===== config.mk =====
export PLATFORM = sky130hd
export DESIGN_NAME = button_debouncer_flat
export DESIGN_NICKNAME = d
export VERILOG_FILES = /design/src/rtl/button_debouncer_if.sv /design/src/rtl/button_debouncer.sv /design/src/flat_wrapper.sv
export SDC_FILE = /design/constraint.sdc
export NUM_CORES = 1
export LEC_CHECK = 0
export ABC_CLOCK_PERIOD_IN_PS = 4650
export BUFFER_PORTS_ARGS = -buffer_cell sky130_fd_sc_hd__buf_2
export CAP_MARGIN = 10
export CORE_ASPECT_RATIO = 1.75
export CORE_UTILIZATION = 44
export CTS_CLUSTER_SIZE = 24
export DETAILED_ROUTE_END_ITERATION = 10
export PLACE_DENSITY = 0.61
export SETUP_SLACK_MARGIN = 0.02
export SYNTH_ARGS = -nofsm -noshare
export SYNTH_HDL_FRONTEND = slang
export SYNTH_SLANG_ARGS = --single-unit

===== constraint.sdc =====
create_clock -name clk -period 4.65 [get_ports clk]
set_clock_uncertainty 0.15 [all_clocks]
set_input_delay 1.1625 -clock clk [delete_from_list [all_inputs] [get_ports clk]]
set_output_delay 1.1625 -clock clk [all_outputs]
set_load 0.05 [all_outputs]

===== src/rtl/button_debouncer_if.sv =====
// Button debouncer signal bundle: raw button level in, clean level and
// edge strobes out. Clock and reset stay outside as plain ports.
interface button_debouncer_if;
  logic btnIn;
  logic cleanOut;
  logic risePulse;
  logic fallPulse;

  // Driver of the raw button, consumer of the conditioned outputs
  modport master (
    output btnIn,
    input  cleanOut,
    input  risePulse,
    input  fallPulse
  );

  // The debouncer itself
  modport slave (
    input  btnIn,
    output cleanOut,
    output risePulse,
    output fallPulse
  );
endinterface


===== src/rtl/button_debouncer.sv =====
// Button debouncer: a two-flop synchroniser, then a four-state qualify FSM.
// A new level must be seen on the synchronised input for STABLE_COUNT
// consecutive cycles inside a WAIT state before it is committed to cleanOut.
// A commit raises a registered one-cycle rise or fall strobe.
// All outputs are registered, so there is no combinational path from btnIn.
module button_debouncer #(
  parameter int unsigned STABLE_COUNT = 4,   // 1 .. 2**CNT_WIDTH-1
  parameter int unsigned CNT_WIDTH    = 20
) (
  input logic               clk,
  input logic               asyncResetN,
  button_debouncer_if.slave bus
);

  typedef enum logic [1:0] {
    IDLE_LOW  = 2'd0,
    WAIT_HIGH = 2'd1,
    IDLE_HIGH = 2'd2,
    WAIT_LOW  = 2'd3
  } state_t;

  // The count at which the wait commits. The counter never exceeds it,
  // so it cannot wrap.
  localparam logic [CNT_WIDTH-1:0] LAST = CNT_WIDTH'(STABLE_COUNT - 1);

  logic                 sync1_q, sync2_q;
  state_t               state_q, state_d;
  logic [CNT_WIDTH-1:0] cnt_q, cnt_d;
  logic                 clean_q, clean_d;
  logic                 rise_q, rise_d;
  logic                 fall_q, fall_d;

  // Two-flop synchroniser for the asynchronous button level
  always_ff @(posedge clk or negedge asyncResetN) begin
    if (!asyncResetN) begin
      sync1_q <= 1'b0;
      sync2_q <= 1'b0;
    end else begin
      sync1_q <= bus.btnIn;
      sync2_q <= sync1_q;
    end
  end

  // FSM state, stability counter and registered outputs
  always_ff @(posedge clk or negedge asyncResetN) begin
    if (!asyncResetN) begin
      state_q <= IDLE_LOW;
      cnt_q   <= '0;
      clean_q <= 1'b0;
      rise_q  <= 1'b0;
      fall_q  <= 1'b0;
    end else begin
      state_q <= state_d;
      cnt_q   <= cnt_d;
      clean_q <= clean_d;
      rise_q  <= rise_d;
      fall_q  <= fall_d;
    end
  end

  // Next state: a WAIT state aborts on any reversion and commits when the
  // count reaches LAST. Strobes default low, so they last exactly one cycle.
  always_comb begin
    state_d = state_q;
    cnt_d   = cnt_q;
    clean_d = clean_q;
    rise_d  = 1'b0;
    fall_d  = 1'b0;
    unique case (state_q)
      IDLE_LOW: begin
        if (sync2_q) begin
          state_d = WAIT_HIGH;
          cnt_d   = '0;
        end
      end
      WAIT_HIGH: begin
        if (!sync2_q) begin
          state_d = IDLE_LOW;
          cnt_d   = '0;
        end else if (cnt_q == LAST) begin
          state_d = IDLE_HIGH;
          cnt_d   = '0;
          clean_d = 1'b1;
          rise_d  = 1'b1;
        end else begin
          cnt_d = cnt_q + 1'b1;
        end
      end
      IDLE_HIGH: begin
        if (!sync2_q) begin
          state_d = WAIT_LOW;
          cnt_d   = '0;
        end
      end
      WAIT_LOW: begin
        if (sync2_q) begin
          state_d = IDLE_HIGH;
          cnt_d   = '0;
        end else if (cnt_q == LAST) begin
          state_d = IDLE_LOW;
          cnt_d   = '0;
          clean_d = 1'b0;
          fall_d  = 1'b1;
        end else begin
          cnt_d = cnt_q + 1'b1;
        end
      end
      default: begin
        state_d = IDLE_LOW;
        cnt_d   = '0;
      end
    endcase
  end

  assign bus.cleanOut  = clean_q;
  assign bus.risePulse = rise_q;
  assign bus.fallPulse = fall_q;

endmodule

===== src/flat_wrapper.sv =====
// flat-port wrapper written by rule: the top's interface ports become plain ports
module button_debouncer_flat 
#(
  parameter int unsigned STABLE_COUNT = 4,                         
  parameter int unsigned CNT_WIDTH    = 20
)
  (clk, asyncResetN, bus_btnIn, bus_cleanOut, bus_risePulse, bus_fallPulse);
  button_debouncer_if bus_i ();
  input logic clk;
  input logic asyncResetN;
  input wire logic [$bits(bus_i.btnIn)-1:0] bus_btnIn;
  output wire logic [$bits(bus_i.cleanOut)-1:0] bus_cleanOut;
  output wire logic [$bits(bus_i.risePulse)-1:0] bus_risePulse;
  output wire logic [$bits(bus_i.fallPulse)-1:0] bus_fallPulse;
  assign bus_i.btnIn = bus_btnIn;
  assign bus_cleanOut = bus_i.cleanOut;
  assign bus_risePulse = bus_i.risePulse;
  assign bus_fallPulse = bus_i.fallPulse;
  button_debouncer #(.STABLE_COUNT(STABLE_COUNT), .CNT_WIDTH(CNT_WIDTH)) u_core (.clk(clk), .asyncResetN(asyncResetN), .bus(bus_i));
endmodule

==> impl_metrics.py <==
metrics = {
    "grt": {
        "grtUsageTotal": 0.199,
        "overflow": 0,
        "grt_pass1_vias": 1127,
        "antenna_found_initial": 0,
        "grt_max_degree": 35,
        "grt_pass1_wl_um": 5180,
    },
    "drt": {
        "wl_per_cell_um": 15.5,
        "wirelength_um": 3010,
        "dr.pass1.iters": 4,
        "viasPerCell": 5.93,
        "drt_iter0_markers": 33,
        "drt_drc_violations_left": 0,
        "dr_total_vias": 1156,
        "antenna_left": 0,
    },
    "final_layout": {
        "drive_gt1_frac": 0.105,
        "multiInputGateArea_um2": 673,
        "fin_util": 0.503,
        "layout.nets": 158,
        "instances_no_fill": 195,
        "diodes": 0,
        "area_growth_pct": 6.74,
        "regArea_um2": 676,
        "fin_area_um2": 1510,
        "fill_cells": 293,
    },
    "critical_path": {
        "crit_arrival_ns": 2.51,
        "worst_setup_path_start_kind": "register",
        "critPathMaxFanout": 18,
        "cp_data_required_time_ns": 4.67,
        "critPathCaptureType": "register",
        "path_class": "reg -> reg",
    },
    "sta": {
        "setup_violations": 0,
        "report.final.slew_viol_count": 0,
        "hold_violations": 0,
        "worst_pin_slew_ns": 0.754,
        "max_slew_margin": 0.496,
        "setup_slack_ns": 2.16,
        "fin_crit_ns": 2.49,
        "fin_crit_sh": 0.535,
        "setup_tns_ns": 0,
        "fmax_mhz": 402,
        "hold_ws_ns": 0.221,
        "rsz0062_at_grt": "false",
    },
    "synth": {
        "synthesis.nets": 154,
        "netlist_area_um2": 1410,
        "synth_edf_count": 0,
        "postSynthCellCount": 150,
        "synth_cell_types": 34,
        "synthXorXnorAreaFrac": 0.00621,
        "synth_top_family_by_area": "simple AND/OR/NAND/NOR gates",
        "synth_mux_area_frac": 0.0151,
        "synth-simple-area-share": 0.233,
        "ys.flop_type": "dfrtp_1",
        "synth_compound_area_frac": 0.214,
        "synth_commonest_cells": "dfrtp_1, nand2_1, a21oi_1",
        "synthArstFlopShare": 1.00,
        "ys_ff_latch": 27,
        "ys_top_cells_by_area": "dfrtp_1, a21oi_1, a31oi_1, nand2_1, nand3_1",
        "synth_area_leader_cell": "dfrtp_1",
        "avgSynthCellArea_um2": 9.41,
        "yosysWarnings": 0,
        "synth_top_area_frac": 0.479,
        "synth-adder-area-share": 0.00887,
        "synth_most_common_cell": "dfrtp_1",
        "seq_area_frac_synth": 0.479,
    },
    "place": {
        "dpl_cell_area_um2": 1450,
        "io_buffers": 5,
        "dp_hpwl_um": 2120,
        "pre_cts_ws_ns": 2.06,
        "place_congestion": 0.799,
        "placed_cells": 190,
    },
    "floorplan": {
        "core-area_um2": 2990,
        "die-width_um": 44.8,
        "die_area_um2": 3450,
        "ios": 6,
        "rows": 26,
        "start_util": 0.472,
        "die_y_um": 76.9,
    },
    "clock_network": {
        "cts_root_buffer": "clkbuf_8",
        "cts_setup_buffers": 0,
        "numCtsBuffers": 3,
        "cts_tree": "yes",
        "cts_hold_buffers": 0,
        "cts_max_level": 1,
        "path_clk_slew_ns": 0.09,
        "cts_buffer_depth": 2,
        "cts.sinks": 27,
        "insertion_delay_ns": 0.27,
        "cts_resized": 0,
    },
    "power_and_ir_drop": {
        "p_leak_nw": 0.620,
        "vdd_drop_max_uv": 232,
        "powerDensity_nw_per_um2": 430,
        "power_mw": 0.647,
    },
    "run_status": {
        "status": "complete, no violations",
    },
    "run": {
        "maxCapViolations": 0,
    },
    "hold_path": {
        "hold_class": "reg -> reg",
    },
}
-- critical path, cell delays in order (launching register included) --
cell and delay, ns:
dfrtp_1 0.39, ha_1 0.25, or4b_4 0.50, nor4_4 0.24, a21oi_2 0.26, buf_8 0.22, a21o_1 0.15, a22o_1 0.22
-- layer usage --
layer	wire (um)	global-route usage	vias up	share of wire
met1	1290	0.242	564	0.43
met2	1640	0.334	15	0.54
met5	0	0	-	0
li1	-	-	573	-
met4	35	0.0818	0	0.012
met3	53	0.0306	4	0.018
-- sequential cells by signal (all words and copies together), names as in the netlist, named ones only --
signal and flops:
u_core.cnt_q 20, u_core.bus.cleanOut 1, u_core.bus.fallPulse 1, u_core.bus.risePulse 1, u_core.state_q 1, u_core.sync1_q 1
u_core.sync2_q 1
-- final timing paths --
kind,startpoint,to,slack [ns],cells past startpoint
worst max-delay path,u_core.cnt_q[0],u_core.cnt_q[10],2.16,7
worst min-delay path,u_core.sync1_q,u_core.sync2_q,0.22,0
worst max register to register,u_core.cnt_q[0],u_core.cnt_q[10],2.16,7
worst min register to register,u_core.sync1_q,u_core.sync2_q,0.22,0
max in group asynchronous,asyncResetN,u_core.cnt_q[8],3.23,1
min in group asynchronous,asyncResetN,u_core.cnt_q[17],0.73,1
-- where the power goes --
| group | internal [mW] | switching [mW] |
|---|---|---|
| logic | 0.0816 | 0.149 |
| clock network | 0.0601 | 0.0734 |
| registers | 0.257 | 0.0260 |
-- cell families (layout without fill, tap and decap cells) --
kind of cell	after synthesis	count (layout)
compound gates	48	48
xor+xnor	1	1
fa+ha+maj	1	1
buf+inv	12	15
flops	27	27
mux	2	2
simple gates	59	59
-- cell usage in the layout (no fill, tap or decap), types with 2 or more instances in the layout --
master	n
nand3_1	9
dfrtp_1	27
nor3b_1	2
inv_1	5
nand4_1	4
a21o_1	2
a22o_1	3
nor2_1	8
a41oi_1	5
a21oi_1	16
buf_2	5
or3_1	2
nand2b_1	3
o21ai_0	7
and3_1	3
nor4_1	4
clkbuf_8	3
nand2_1	17
a31oi_1	12
-- final cells by class --
cell class / count / area share
Sequential cell: 27 / 0.449
Clock buffer: 3 / 0.0274
Inverter: 5 / 0.0125
Timing Repair Buffer: 6 / 0.0266
Multi-Input combinational cell: 111 / 0.447
Tap cell: 42 / 0.0349
Clock inverter: 1 / 0.00332
(Power assumes the default switching activity.)
